<file path="src/rtl/async_receiver_word.sv">
// async_receiver_word: 8N1 serial receiver with 16x oversampling, framing
// error detection and pairing of consecutive bytes into a 16-bit word
// (first byte in the high half). rx_idle marks a long mark-level gap, which
// also drops any half-assembled word.
`timescale 1ns/1ps

module async_receiver_word #(
  parameter int unsigned ClkFrequency = 50000000,
  parameter int unsigned Baud         = 115200,
  parameter int unsigned Oversampling = 16,
  parameter int unsigned AccWidth     = 16,
  parameter int unsigned IdleBits     = 12
) (
  input  logic        clk,
  input  logic        rst,
  input  logic        RxD,
  output logic [7:0]  rx_data,
  output logic        rx_data_ready,
  output logic        rx_frame_err,
  output logic [15:0] rx_word,
  output logic        rx_word_valid,
  output logic        rx_idle
);

  // Phase-accumulator increment; rounded so the tick rate tracks Baud*16.
  localparam logic [63:0] AccIncL =
      (((64'(Baud) * 64'(Oversampling)) << (AccWidth - 7)) + (64'(ClkFrequency) >> 8))
      / (64'(ClkFrequency) >> 7);
  localparam logic [AccWidth:0] AccInc  = (AccWidth + 1)'(AccIncL);
  localparam logic [11:0]       IdleMax = 12'(IdleBits * 16);

  localparam logic [2:0] StIdle  = 3'd0;
  localparam logic [2:0] StStart = 3'd1;
  localparam logic [2:0] StData  = 3'd2;
  localparam logic [2:0] StStop  = 3'd3;
  localparam logic [2:0] StBreak = 3'd4;

  function automatic logic maj3(input logic [2:0] v);
    return (v[0] & v[1]) | (v[0] & v[2]) | (v[1] & v[2]);
  endfunction

  logic [AccWidth:0] acc_q, acc_d;
  logic [1:0]        sync_q;
  logic [2:0]        filt_sh_q, filt_sh_d;
  logic [2:0]        state_q, state_d;
  logic [3:0]        phase_q, phase_d;
  logic [2:0]        bitcnt_q, bitcnt_d;
  logic [7:0]        shift_q, shift_d;
  logic [11:0]       idle_cnt_q, idle_cnt_d;
  logic              idle_q, idle_d;
  logic              pending_q, pending_d;
  logic [7:0]        hi_q, hi_d;
  logic [7:0]        data_q, data_d;
  logic              ready_q, ready_d;
  logic              err_q, err_d;
  logic [15:0]       word_q, word_d;
  logic              word_valid_q, word_valid_d;

  logic tick_s;
  logic filt_s;
  logic filt_nxt_s;
  logic byte_done_s;
  logic frame_err_s;
  logic idle_rise_s;

  assign tick_s     = acc_q[AccWidth];
  assign filt_s     = maj3(filt_sh_q);
  assign filt_nxt_s = maj3(filt_sh_d);
  assign acc_d      = {1'b0, acc_q[AccWidth-1:0]} + AccInc;

  // Oversample filter shifts in the synchronised line only on a tick.
  always_comb begin
    filt_sh_d = filt_sh_q;
    if (tick_s) begin
      filt_sh_d = {filt_sh_q[1:0], sync_q[1]};
    end else begin
      filt_sh_d = filt_sh_q;
    end
  end

  // Frame FSM: start-bit qualification at mid-bit, 8 data bits LSB first, stop check.
  always_comb begin
    state_d     = state_q;
    phase_d     = phase_q;
    bitcnt_d    = bitcnt_q;
    shift_d     = shift_q;
    byte_done_s = 1'b0;
    frame_err_s = 1'b0;
    if (tick_s) begin
      case (state_q)
        StIdle: begin
          if (!filt_s) begin
            state_d = StStart;
            phase_d = 4'd0;
          end else begin
            state_d = StIdle;
          end
        end
        StStart: begin
          if (phase_q == 4'd7) begin
            phase_d = 4'd0;
            if (!filt_s) begin
              state_d  = StData;
              bitcnt_d = 3'd0;
            end else begin
              state_d = StIdle;
            end
          end else begin
            phase_d = phase_q + 4'd1;
          end
        end
        StData: begin
          phase_d = phase_q + 4'd1;
          if (phase_q == 4'd15) begin
            shift_d = {filt_s, shift_q[7:1]};
            if (bitcnt_q == 3'd7) begin
              state_d = StStop;
            end else begin
              bitcnt_d = bitcnt_q + 3'd1;
            end
          end else begin
            shift_d = shift_q;
          end
        end
        StStop: begin
          phase_d = phase_q + 4'd1;
          if (phase_q == 4'd15) begin
            if (filt_s) begin
              byte_done_s = 1'b1;
              state_d     = StIdle;
            end else begin
              frame_err_s = 1'b1;
              state_d     = StBreak;
            end
          end else begin
            state_d = StStop;
          end
        end
        StBreak: begin
          if (filt_s) begin
            state_d = StIdle;
          end else begin
            state_d = StBreak;
          end
        end
        default: begin
          state_d = StIdle;
          phase_d = 4'd0;
        end
      endcase
    end else begin
      state_d = state_q;
    end
  end

  // Idle detector: saturating count of mark ticks while waiting for a start bit.
  always_comb begin
    idle_cnt_d = idle_cnt_q;
    if (!filt_nxt_s) begin
      idle_cnt_d = 12'd0;
    end else if (tick_s && (state_q == StIdle) && (idle_cnt_q != IdleMax)) begin
      idle_cnt_d = idle_cnt_q + 12'd1;
    end else begin
      idle_cnt_d = idle_cnt_q;
    end
    idle_d      = (idle_cnt_d == IdleMax);
    idle_rise_s = idle_d & ~idle_q;
  end

  // Byte output and word pairing; errors or a fresh idle gap drop a half word.
  always_comb begin
    data_d       = data_q;
    ready_d      = byte_done_s;
    err_d        = frame_err_s;
    hi_d         = hi_q;
    pending_d    = pending_q;
    word_d       = word_q;
    word_valid_d = 1'b0;
    if (byte_done_s) begin
      data_d = shift_q;
      if (!pending_q) begin
        hi_d      = shift_q;
        pending_d = 1'b1;
      end else begin
        word_d       = {hi_q, shift_q};
        word_valid_d = 1'b1;
        pending_d    = 1'b0;
      end
    end else if (frame_err_s || idle_rise_s) begin
      pending_d = 1'b0;
    end else begin
      pending_d = pending_q;
    end
  end

  // State registers with synchronous reset.
  always_ff @(posedge clk) begin
    if (rst) begin
      acc_q        <= '0;
      sync_q       <= 2'b11;
      filt_sh_q    <= 3'b111;
      state_q      <= StIdle;
      phase_q      <= 4'd0;
      bitcnt_q     <= 3'd0;
      shift_q      <= 8'd0;
      idle_cnt_q   <= 12'd0;
      idle_q       <= 1'b0;
      pending_q    <= 1'b0;
      hi_q         <= 8'd0;
      data_q       <= 8'd0;
      ready_q      <= 1'b0;
      err_q        <= 1'b0;
      word_q       <= 16'd0;
      word_valid_q <= 1'b0;
    end else begin
      acc_q        <= acc_d;
      sync_q       <= {sync_q[0], RxD};
      filt_sh_q    <= filt_sh_d;
      state_q      <= state_d;
      phase_q      <= phase_d;
      bitcnt_q     <= bitcnt_d;
      shift_q      <= shift_d;
      idle_cnt_q   <= idle_cnt_d;
      idle_q       <= idle_d;
      pending_q    <= pending_d;
      hi_q         <= hi_d;
      data_q       <= data_d;
      ready_q      <= ready_d;
      err_q        <= err_d;
      word_q       <= word_d;
      word_valid_q <= word_valid_d;
    end
  end

  assign rx_data       = data_q;
  assign rx_data_ready = ready_q;
  assign rx_frame_err  = err_q;
  assign rx_word       = word_q;
  assign rx_word_valid = word_valid_q;
  assign rx_idle       = idle_q;

endmodule

</file>
<file path="config.mk">
export PLATFORM = sky130hd
export DESIGN_NAME = async_receiver_word
export DESIGN_NICKNAME = d
export VERILOG_FILES = /design/src/rtl/async_receiver_word.sv
export SDC_FILE = /design/constraint.sdc
export NUM_CORES = 1
export LEC_CHECK = 0
export ABC_AREA = 1
export ABC_CLOCK_PERIOD_IN_PS = 1800
export CAP_MARGIN = 20
export CELL_PAD_IN_SITES_DETAIL_PLACEMENT = 2
export CELL_PAD_IN_SITES_GLOBAL_PLACEMENT = 2
export CORE_MARGIN = 2
export CORE_UTILIZATION = 30
export CTS_CLUSTER_DIAMETER = 40
export DETAILED_ROUTE_END_ITERATION = 16
export HOLD_SLACK_MARGIN = 0.15
export PLACE_DENSITY_LB_ADDON = 0.1
export SKIP_CTS_REPAIR_TIMING = 1
export SYNTH_ARGS = -nofsm -noshare
export SYNTH_HDL_FRONTEND = slang
export SYNTH_SLANG_ARGS = --single-unit
</file>
<file path="constraint.sdc">
create_clock -name clk -period 1.8 [get_ports clk]
set_input_delay 0.36 -clock clk [delete_from_list [all_inputs] [get_ports clk]]
set_output_delay 0.36 -clock clk [all_outputs]
set_load 0.02 [all_outputs]
</file>
==> impl_metrics.json, run 1 <==
{
  "hold_violations": 0,
  "min_path_type": "flip-flop to flip-flop",
  "dieArea_sq_um": 13000,
  "drt.antenna.violating_nets": 0,
  "tritoncts": "done",
  "setup_viol": 35,
  "synth_area_sq_um": 3640,
  "nets": 590,
  "hold_depth": 1,
  "maxCapViolCount": 0,
  "start_kind": "flip-flop",
  "viasPerCell": 4.85,
  "max-slew-margin-rel": 0.725,
  "die_h_um": 114,
  "syn-num-nets": 491,
  "worstSetupStartpoint": "phase_q[1]",
  "rrSetupSlack_ps": -160,
  "status": "complete, but fails checks",
  "power_uw": 3880,
  "drt_iter0_drc": 126,
  "htreeDepth": 3,
  "clkSlewWorstSetupHoldPaths_ps": 70,
  "synthMostInstantiatedCell": "dfxtp_1",
  "max_stage_delay_ps": 360,
  "grt_max_degree": 50,
  "wl_per_cell_um": 16.6,
  "required_ps": 2030,
  "rows": 40,
  "violations": "setup timing",
  "cp_cell_sequence": "ha_4 > nand2_4 > nor2_4 > inv_2 > nor4_4 > nand2_4 > nor2_8 > buf_4 > buf_6 > a211oi_2",
  "globalRouteOverflowTotal": 0,
  "setup_tns_ps": -3450,
  "via_count": 3555,
  "end_kind": "flip-flop",
  "powerDensity_nw_per_um2": 756,
  "finalWirelength_um": 12100,
  "dp_slack_ps": -120,
  "drc": 0,
  "reg2regPathDepth": 10,
  "clock_sinks": 85,
  "rsz0062_at_grt": "yes",
  "dpl-instance-area_sq_um": 4490,
  "track_usage": 0.180,
  "antenna_found_initial": 0,
  "r2r_end": "rx_word[4]",
  "crit_type": "flip-flop to flip-flop",
  "post-route-min-period_ps": 1960,
  "final_max_slew_viol_count": 0,
  "dpl.hpwl_um": 7930,
  "leakagePower_uw": 0.00216,
  "clk_latency_ps": 350,
  "tightest_slew_ps": 413,
  "clock-root-buffer": "clkbuf_16",
  "yosysWarnings": 0,
  "port_buffers": 30,
  "n_antenna_cell": 0,
  "coreArea_sq_um": 11900,
  "dr.pass1.iters": 4,
  "yosysSeqAreaShare": 0.467,
  "stdcell_area_sq_um": 5120,
  "synth_area_leaders": "dfxtp_1 47%, nand2_1 8.3%, nor2_1 8.2%, inv_1 5.7%, a21oi_1 5.2%",
  "die-width_um": 114,
  "syn_inst": 482,
  "gp_congestion": 0.806,
  "cts_made_buffers": 9,
  "worstPathMaxFanout": 6,
  "fmax_mhz": 511,
  "peakVddDrop_v": 0.000414,
  "synth_edf_count": 0,
  "synth_commonest_cells": "85 x dfxtp_1, 81 x nand2_1, 80 x nor2_1, 55 x inv_1, 38 x a21oi_1",
  "syn_to_final_growth_pct": 40.6,
  "async_reset_ff_frac": 0,
  "worst-endpoint-arrival_ps": 2180,
  "setup_ws_ps": -155,
  "grt_pass1_vias": 3852,
  "cp_slowest_cell": "dfxtp_2",
  "syn_avg_cell_area_sq_um": 7.56,
  "grt_pass1_wl_um": 18400,
  "endpoint": "rx_word[4]",
  "min_period_over_period": 1.09,
  "cts_buffer_depth": 2,
  "num_io_pins": 31,
  "cp_common_cell": "nand2_4",
  "r2r-start": "phase_q[1]",
  "synthFlopType": "dfxtp_1",
  "layout-drive-gt1-share": 0.247,
  "initial_core_util": 0.306,
  "yosysTopAreaCell": "dfxtp_1",
  "clock_skew_ps": 9.17,
  "synth_cell_types": 32,
  "yosysTopAreaCellShare": 0.467,
  "post-route-util": 0.430,
  "ys_ff_latch": 85
}
[per-stage QoR]
| step | std cells | hold slack [ps] |
|---|---|---|
| 3_3_place_gp | 701 | 403 |
| 5_1_grt | 733 | 452 |
| 2_1_floorplan | 482 | 389 |
| 3_5_place_dp | 701 | 408 |
| 6_report | 733 | 416 |
| 4_1_cts | 717 | 417 |
[placed cells by master (no fill, tap or decap), types with 3 or more instances in the layout]
master,synthesis,layout
clkbuf_16,0,11
nor2_4,2,5
nor3_1,5,4
nand4_1,5,5
a21oi_1,38,36
buf_4,1,63
nor2_1,80,70
nand3_1,36,36
nand2_2,0,5
o21ai_1,0,8
or2_2,4,4
dfxtp_1,85,83
nand2_1,81,75
ha_1,6,5
buf_6,2,4
buf_12,0,4
clkdlybuf4s50_1,0,29
nor2_2,1,8
o21ai_0,36,21
o21ai_2,0,7
inv_1,55,53
a211oi_1,12,6
a211oi_2,5,11
inv_2,2,3
[routing by layer]
metal | global-route usage | share of wire | up-vias
met4 | 0.0756 | 0.023 | 0
li1 | - | - | 1762
met1 | 0.219 | 0.46 | 1743
met3 | 0.0323 | 0.022 | 16
met2 | 0.313 | 0.50 | 34
met5 | 0 | 0 | -
[worst min path at each step]
| stage | slack [ps] | startpoint | end |
|---|---|---|---|
| final | 420 | acc_q[4] | acc_q[4] |
| after global routing | 450 | acc_q[4] | acc_q[4] |
| after CTS | 420 | acc_q[4] | acc_q[4] |
| after detailed placement | 410 | acc_q[4] | acc_q[4] |
| after global placement | 400 | acc_q[4] | acc_q[4] |
| after floorplan | 390 | sync_q[0] | sync_q[1] |
[critical path: cells and delay by family, from the launching register on]
family / cells / cell delay [ps]
AND/OR/NAND/NOR: 5 / 930
flip-flops: 1 / 360
buffers and inverters: 3 / 320
adder cells (fa/ha/maj): 1 / 160
AO/OA/AOI/OAI: 1 / 60
[state kept, by name (all words and copies together) (netlist names), 4 cells and up]
| name | cells |
|---|---|
| rx_data | 8 |
| hi_q | 8 |
| acc_q | 13 |
| shift_q | 8 |
| idle_cnt_q | 12 |
| phase_q | 4 |
| rx_word | 16 |
[area by class of cell]
class	instances	area (sq um)
fillers	1352	6790
multi-input cells	324	1780
flip-flops and latches	85	1700
repair buffers	104	958
clock buffers	11	243
inverters	57	216
well taps	147	184
clock inverters	5	41.3
[report_power, final]
part / leakage, uW / switching (uW) / internal [uW] / total [uW]
Combinational: 0.00134 / 90.1 / 45.7 / 136
Clock: 0.000133 / 824 / 986 / 1810
Sequential: 0.000689 / 19.8 / 1910 / 1930
[cells by family (layout without fill, tap and decap cells)]
| family | after synthesis | after routing | synth area share |
|---|---|---|---|
| DFF | 85 | 85 | 0.467 |
| buffers and inverters | 73 | 177 | 0.0841 |
| xor gates and xnor gates | 1 | 1 | 0.00240 |
| and+or+nand+nor | 221 | 221 | 0.271 |
| AOI/OAI and AO/OA | 96 | 96 | 0.155 |
| adders and majority gates | 6 | 6 | 0.0206 |
Note: power is estimated with default switching activity, not from simulation.
==> run 2, diff against run 1 <==
==> constraint.sdc (replaced) <==
create_clock -name clk -period 1.8 [get_ports clk]
set_input_delay 0.36 -clock clk [delete_from_list [all_inputs] [get_ports clk]]
set_output_delay 0.36 -clock clk [all_outputs]
set_load 0.05 [all_outputs]
==> run 2 against run 1 <==
The run still ends with setup timing left. Clock-buffer cell count is 1 lower. Die area stayed put. Cell count is 0.27% lower.
==> impl_metrics.json, run 2 (synthesis gave the netlist of run 1 again) <==
{
  "swShare": 0.237,
  "status": "complete, but fails checks",
  "setup_viol": 33,
  "whs_ps": 310,
  "gp_congestion": 0.787,
  "start_kind": "flip-flop",
  "drc": 0,
  "clock-root-buffer": "clkbuf_16",
  "dr.pass1.iters": 4,
  "dp_slack_ps": -124,
  "finalWirelength_um": 11600,
  "clock_skew_ps": 11.8,
  "crit_type": "flip-flop to flip-flop",
  "hold_end": "acc_q[5]",
  "die-width_um": 114,
  "rsz0062_at_grt": "yes",
  "port_buffers": 30,
  "grt_max_degree": 36,
  "clkSlewWorstSetupHoldPaths_ps": 70,
  "p_clk_frac": 0.457,
  "worstPathMaxFanout": 8,
  "coreArea_sq_um": 11900,
  "die_h_um": 114,
  "dpl-instance-area_sq_um": 4440,
  "rrSetupSlack_ps": -190,
  "min_period_over_period": 1.11,
  "track_usage": 0.178,
  "cp_top_family": "simple AND/OR/NAND/NOR gates",
  "cp_slowest_cell": "dfxtp_2",
  "switching_power_uw": 896,
  "fmax_mhz": 502,
  "end_kind": "flip-flop",
  "hold_violations": 0,
  "n_antenna_cell": 0,
  "max-slew-margin-rel": 0.728,
  "dpl.hpwl_um": 7880,
  "cp_cell_sequence": "ha_4 > nand2_4 > nor2_4 > inv_2 > nor4_4 > nand2_4 > buf_12 > nor2_4 > buf_4 > a211oi_2",
  "rows": 40,
  "seqPwrFrac": 0.510,
  "grt_pass1_vias": 3756,
  "violations": "setup timing",
  "final_common_cell": "buf_4",
  "via_count": 3539,
  "maxCapViolCount": 0,
  "stdcell_area_sq_um": 5080,
  "tightest_slew_ps": 408,
  "drt_iter0_drc": 141,
  "cts_made_buffers": 9,
  "num-fill-cells": 1378,
  "setup_tns_ps": -3500,
  "drt.antenna.violating_nets": 0,
  "cts_buffer_depth": 2,
  "largest_reg_flops": 16,
  "post-route-min-period_ps": 1990,
  "hold_depth": 2,
  "globalRouteOverflowTotal": 0,
  "peakVddDrop_v": 0.000342,
  "min_path_type": "input pin to flip-flop",
  "power_uw": 3780,
  "r2r-start": "phase_q[1]",
  "max_stage_delay_ps": 350,
  "clk_latency_ps": 350,
  "required_ps": 2020,
  "layout-drive-gt1-share": 0.330,
  "r2r_end": "hi_q[6]",
  "worst-endpoint-arrival_ps": 2210,
  "final_cell_mix": "89 x buf_4, 77 x dfxtp_1, 68 x nand2_1, 65 x nor2_1, 50 x inv_1",
  "tritoncts": "done",
  "antenna_found_initial": 0,
  "syn_to_final_growth_pct": 39.4,
  "final_max_slew_viol_count": 0,
  "num_io_pins": 31,
  "initial_core_util": 0.306,
  "min_from": "rst",
  "powerDensity_nw_per_um2": 744,
  "htreeDepth": 3,
  "nets": 589,
  "reg2regPathDepth": 10,
  "p_int_uw": 2880,
  "clock_sinks": 85,
  "dieArea_sq_um": 13000,
  "leakagePower_uw": 0.00222,
  "pwr-share-comb": 0.034,
  "crit_buf_inv": 3,
  "wl_per_cell_um": 15.9,
  "grt_pass1_wl_um": 18200,
  "viasPerCell": 4.84,
  "setup_ws_ps": -194
}
==> run 2: final cells by class <==
type / count / area [sq um] / share of cell area
clock inverters: 5 / 36.3 / 0.00714
flip-flops and latches: 85 / 1710 / 0.337
inverters: 57 / 219 / 0.0431
multi-input cells: 325 / 1840 / 0.362
repair buffers: 102 / 861 / 0.169
well taps: 147 / 184 / 0.0362
clock buffers: 10 / 229 / 0.0451
==> run 2: worst max-delay path by stage <==
stage	startpoint	to	slack (ps)	cells past startpoint
5_1_grt	phase_q[1]	hi_q[6]	-320	10
3_3_place_gp	phase_q[0]	rx_word[15]	0.2	10
4_1_cts	phase_q[0]	hi_q[3]	-150	9
6_report	phase_q[1]	hi_q[6]	-190	10
2_1_floorplan	phase_q[0]	rx_word[6]	50	10
3_5_place_dp	phase_q[0]	hi_q[3]	-120	9
==> run 2: power groups by stage <==
stage	logic, uW	clock network [uW]	registers, uW
after detailed placement	122	0	1970
after global placement	115	0	1970
after floorplan	89.8	0	1970
after CTS	122	1770	1930
after global routing	151	1850	1930
final	128	1730	1930
==> run 2: per-layer routing <==
layer	up-vias	track usage	routed length [um]	share of wire
met3	14	0.0281	234	0.020
li1	1769	-	-	-
met1	1728	0.223	5380	0.46
met5	-	0	0	0
met2	28	0.306	5790	0.50
met4	0	0.0707	189	0.016
==> run 2: stage by stage <==
stage | cells | util
floorplan | 482 | -
global placement | 703 | 0.372
detailed placement | 703 | 0.372
CTS | 718 | 0.395
global route | 731 | 0.426
finish | 731 | 0.426
==> run 3, diff against run 2 <==
--- a/config.mk
+++ b/config.mk
@@ -5,13 +5,12 @@
 export SDC_FILE = /design/constraint.sdc
 export NUM_CORES = 1
 export LEC_CHECK = 0
-export ABC_AREA = 1
 export ABC_CLOCK_PERIOD_IN_PS = 1800
 export CAP_MARGIN = 20
 export CELL_PAD_IN_SITES_DETAIL_PLACEMENT = 2
 export CELL_PAD_IN_SITES_GLOBAL_PLACEMENT = 2
 export CORE_MARGIN = 2
-export CORE_UTILIZATION = 30
+export CORE_UTILIZATION = 31
 export CTS_CLUSTER_DIAMETER = 40
 export DETAILED_ROUTE_END_ITERATION = 16
 export HOLD_SLACK_MARGIN = 0.15
==> run 3 against run 2 <==
The flow still finishes with violations (setup timing). Wire length shrank 12%. Power rose by 3.4%. Design area shrank 6.3%. Via count fell by 12%. Clock power increased by 5%. Critical path type unchanged. Critical endpoint is now rx_idle. Largest power group unchanged. Highest routed layer unchanged.
==> impl_metrics.json, run 3 <==
{
  "cp_cell_sequence": "or4b_4 > buf_6 > o21ai_2 > nand4_1 > a221oi_2 > nand4_1 > nor4b_2",
  "track_usage": 0.166,
  "grt_pass1_wl_um": 16600,
  "r2r-start": "state_q[1]",
  "required_ps": 2050,
  "dp_slack_ps": -338,
  "via_count": 3128,
  "dieArea_sq_um": 12200,
  "yosysSeqAreaShare": 0.484,
  "leakagePower_uw": 0.00198,
  "synth_top_family_by_area": "simple AND/OR/NAND/NOR gates",
  "n_antenna_cell": 0,
  "dr.pass1.iters": 4,
  "die-width_um": 110,
  "peakVddDrop_v": 0.000377,
  "clock-root-buffer": "clkbuf_16",
  "whs_ps": 347,
  "maxCapViolCount": 0,
  "synth_simple_gate_area_frac": 0.258,
  "synth_area_leaders": "dfxtp_1 48%, nand2_1 7.0%, a21oi_1 5.8%, mux2i_1 5.4%, nor2_1 5.1%",
  "register_area_sq_um": 1710,
  "cp_top_family": "simple AND/OR/NAND/NOR gates",
  "powerDensity_nw_per_um2": 821,
  "grt_pass1_vias": 3277,
  "dpl-instance-area_sq_um": 4250,
  "crit_type": "flip-flop to flip-flop",
  "setup_ws_ps": -338,
  "hold_depth": 2,
  "end_kind": "flip-flop",
  "coreArea_sq_um": 10900,
  "die_h_um": 110,
  "top_layer": "met4",
  "grt_max_degree": 36,
  "cp_common_cell": "nand4_1",
  "cts_buffer_depth": 2,
  "violations": "setup timing",
  "cts_made_buffers": 9,
  "setup_tns_ps": -606,
  "power_uw": 3910,
  "layout-drive-gt1-share": 0.294,
  "final_cell_mix": "81 x dfxtp_1, 75 x buf_4, 66 x nand2_1, 43 x nor2_1, 38 x a21oi_1",
  "antenna_found_initial": 0,
  "reg2regPathDepth": 7,
  "clk_latency_ps": 350,
  "rows": 38,
  "wl_per_cell_um": 16.4,
  "gp_congestion": 0.729,
  "ys_ff_latch": 85,
  "status": "complete, but fails checks",
  "htreeDepth": 3,
  "syn_inst": 406,
  "yosysWarnings": 0,
  "rrSetupSlack_ps": -340,
  "synth_cell_types": 47,
  "syn-num-nets": 415,
  "worst-endpoint-arrival_ps": 2390,
  "num-fill-cells": 1223,
  "viasPerCell": 5.00,
  "met2_length_um": 5130,
  "drt_iter0_drc": 83,
  "synth_edf_count": 0,
  "synthMuxAreaShare": 0.0541,
  "synth-adder-area-share": 0.0271,
  "synth_xor_area_frac": 0.0424,
  "cp_slowest_cell": "or4b_4",
  "initial_core_util": 0.321,
  "dpl.hpwl_um": 6860,
  "fmax_mhz": 468,
  "final_max_slew_viol_count": 0,
  "min_period_over_period": 1.19,
  "synthFlopType": "dfxtp_1",
  "setup_viol": 2,
  "rsz0062_at_grt": "yes",
  "r2r_end": "rx_idle",
  "max-slew-margin-rel": 0.748,
  "post-route-min-period_ps": 2140,
  "synth_commonest_cells": "85 x dfxtp_1, 66 x nand2_1, 48 x nor2_1, 41 x a21oi_1, 19 x mux2i_1",
  "yosysTopAreaCell": "dfxtp_1",
  "hold_violations": 0,
  "worstPathMaxFanout": 5,
  "syn_to_final_growth_pct": 35.5,
  "min_path_type": "input pin to flip-flop",
  "finalWirelength_um": 10300,
  "async_reset_ff_frac": 0,
  "clkSlewWorstSetupHoldPaths_ps": 60,
  "largest_reg_flops": 16,
  "synth_area_sq_um": 3510,
  "met1_length_um": 4740,
  "start_kind": "flip-flop",
  "multi_input_area_sq_um": 1910,
  "drt.antenna.violating_nets": 0,
  "port_buffers": 30,
  "num_io_pins": 31,
  "clock_sinks": 85,
  "wl_met3_um": 209,
  "max_stage_delay_ps": 550,
  "synthMostInstantiatedCell": "dfxtp_1",
  "drc": 0,
  "min_from": "rst",
  "yosysTopAreaCellShare": 0.484,
  "stdcell_area_sq_um": 4760,
  "final_common_cell": "dfxtp_1",
  "nets": 490,
  "hold_end": "state_q[1]",
  "tightest_slew_ps": 377,
  "clock_skew_ps": 7.83,
  "globalRouteOverflowTotal": 0,
  "syn_avg_cell_area_sq_um": 8.66,
  "crit_buf_inv": 1,
  "synth-compound-area-share": 0.102,
  "tritoncts": "done"
}
## run 3: cell types whose count changed in the layout (fill, tap and decap cells not counted), moves of 12 or more
cell	delta
o21ai_0	-17
buf_4	-14
mux2i_1	+18
inv_1	-43
xor2_1	+12
nand3_1	-20
nor2_1	-22
## run 3: worst max-delay path by stage
stage / start / endpoint / slack (ps) / depth (start not counted)
finish: state_q[1] / rx_idle / -340 / 7
global route: state_q[1] / rx_idle / -470 / 7
CTS: state_q[1] / rx_idle / -350 / 7
detailed placement: state_q[1] / rx_idle / -340 / 7
global placement: state_q[1] / pending_q / -230 / 7
floorplan: state_q[1] / pending_q / -110 / 7
## run 3: cells by family (layout without fill, tap and decap cells)
family          after synthesis  in the layout
simple gates                186            188
flops                        85             85
buf+inv                      28            106
mux                          19             19
fa+ha+maj                     8              8
xor+xnor                     17             17
compound gates               63             63
## run 3: cell type report
| class | count | area share |
|---|---|---|
| multi-input cells | 295 | 0.401 |
| clock inverters | 4 | 0.00683 |
| clock buffers | 12 | 0.0539 |
| flip-flops and latches | 85 | 0.358 |
| repair buffers | 83 | 0.137 |
| inverters | 7 | 0.00552 |
| well taps | 140 | 0.0368 |
## run 3: metal layers
| metal | vias up | global-route usage |
|---|---|---|
| met5 | - | 0 |
| met4 | 0 | 0.0675 |
| met3 | 13 | 0.0307 |
| met2 | 27 | 0.290 |
| met1 | 1547 | 0.202 |
| li1 | 1541 | - |
## run 3: worst register-to-register path, cell delays in order, from the launching register on
cell	delay [ps]
dfxtp_1	310
or4b_4	550
buf_6	160
o21ai_2	120
nand4_1	120
a221oi_2	300
nand4_1	180
nor4b_2	300
## run 3: metrics by stage
| step | std cells | util |
|---|---|---|
| 2_1_floorplan | 406 | - |
| 3_3_place_gp | 601 | 0.389 |
| 3_5_place_dp | 601 | 0.389 |
| 5_1_grt | 626 | 0.435 |
| 4_1_cts | 617 | 0.415 |
| 6_report | 626 | 0.435 |
## run 3: report_power, final
group	internal [uW]	switching [uW]	leakage, uW
registers	1920	37.7	0.000688
logic	66.1	80.3	0.00116
clock network	1020	794	0.000135
total	3000	912	0.00198
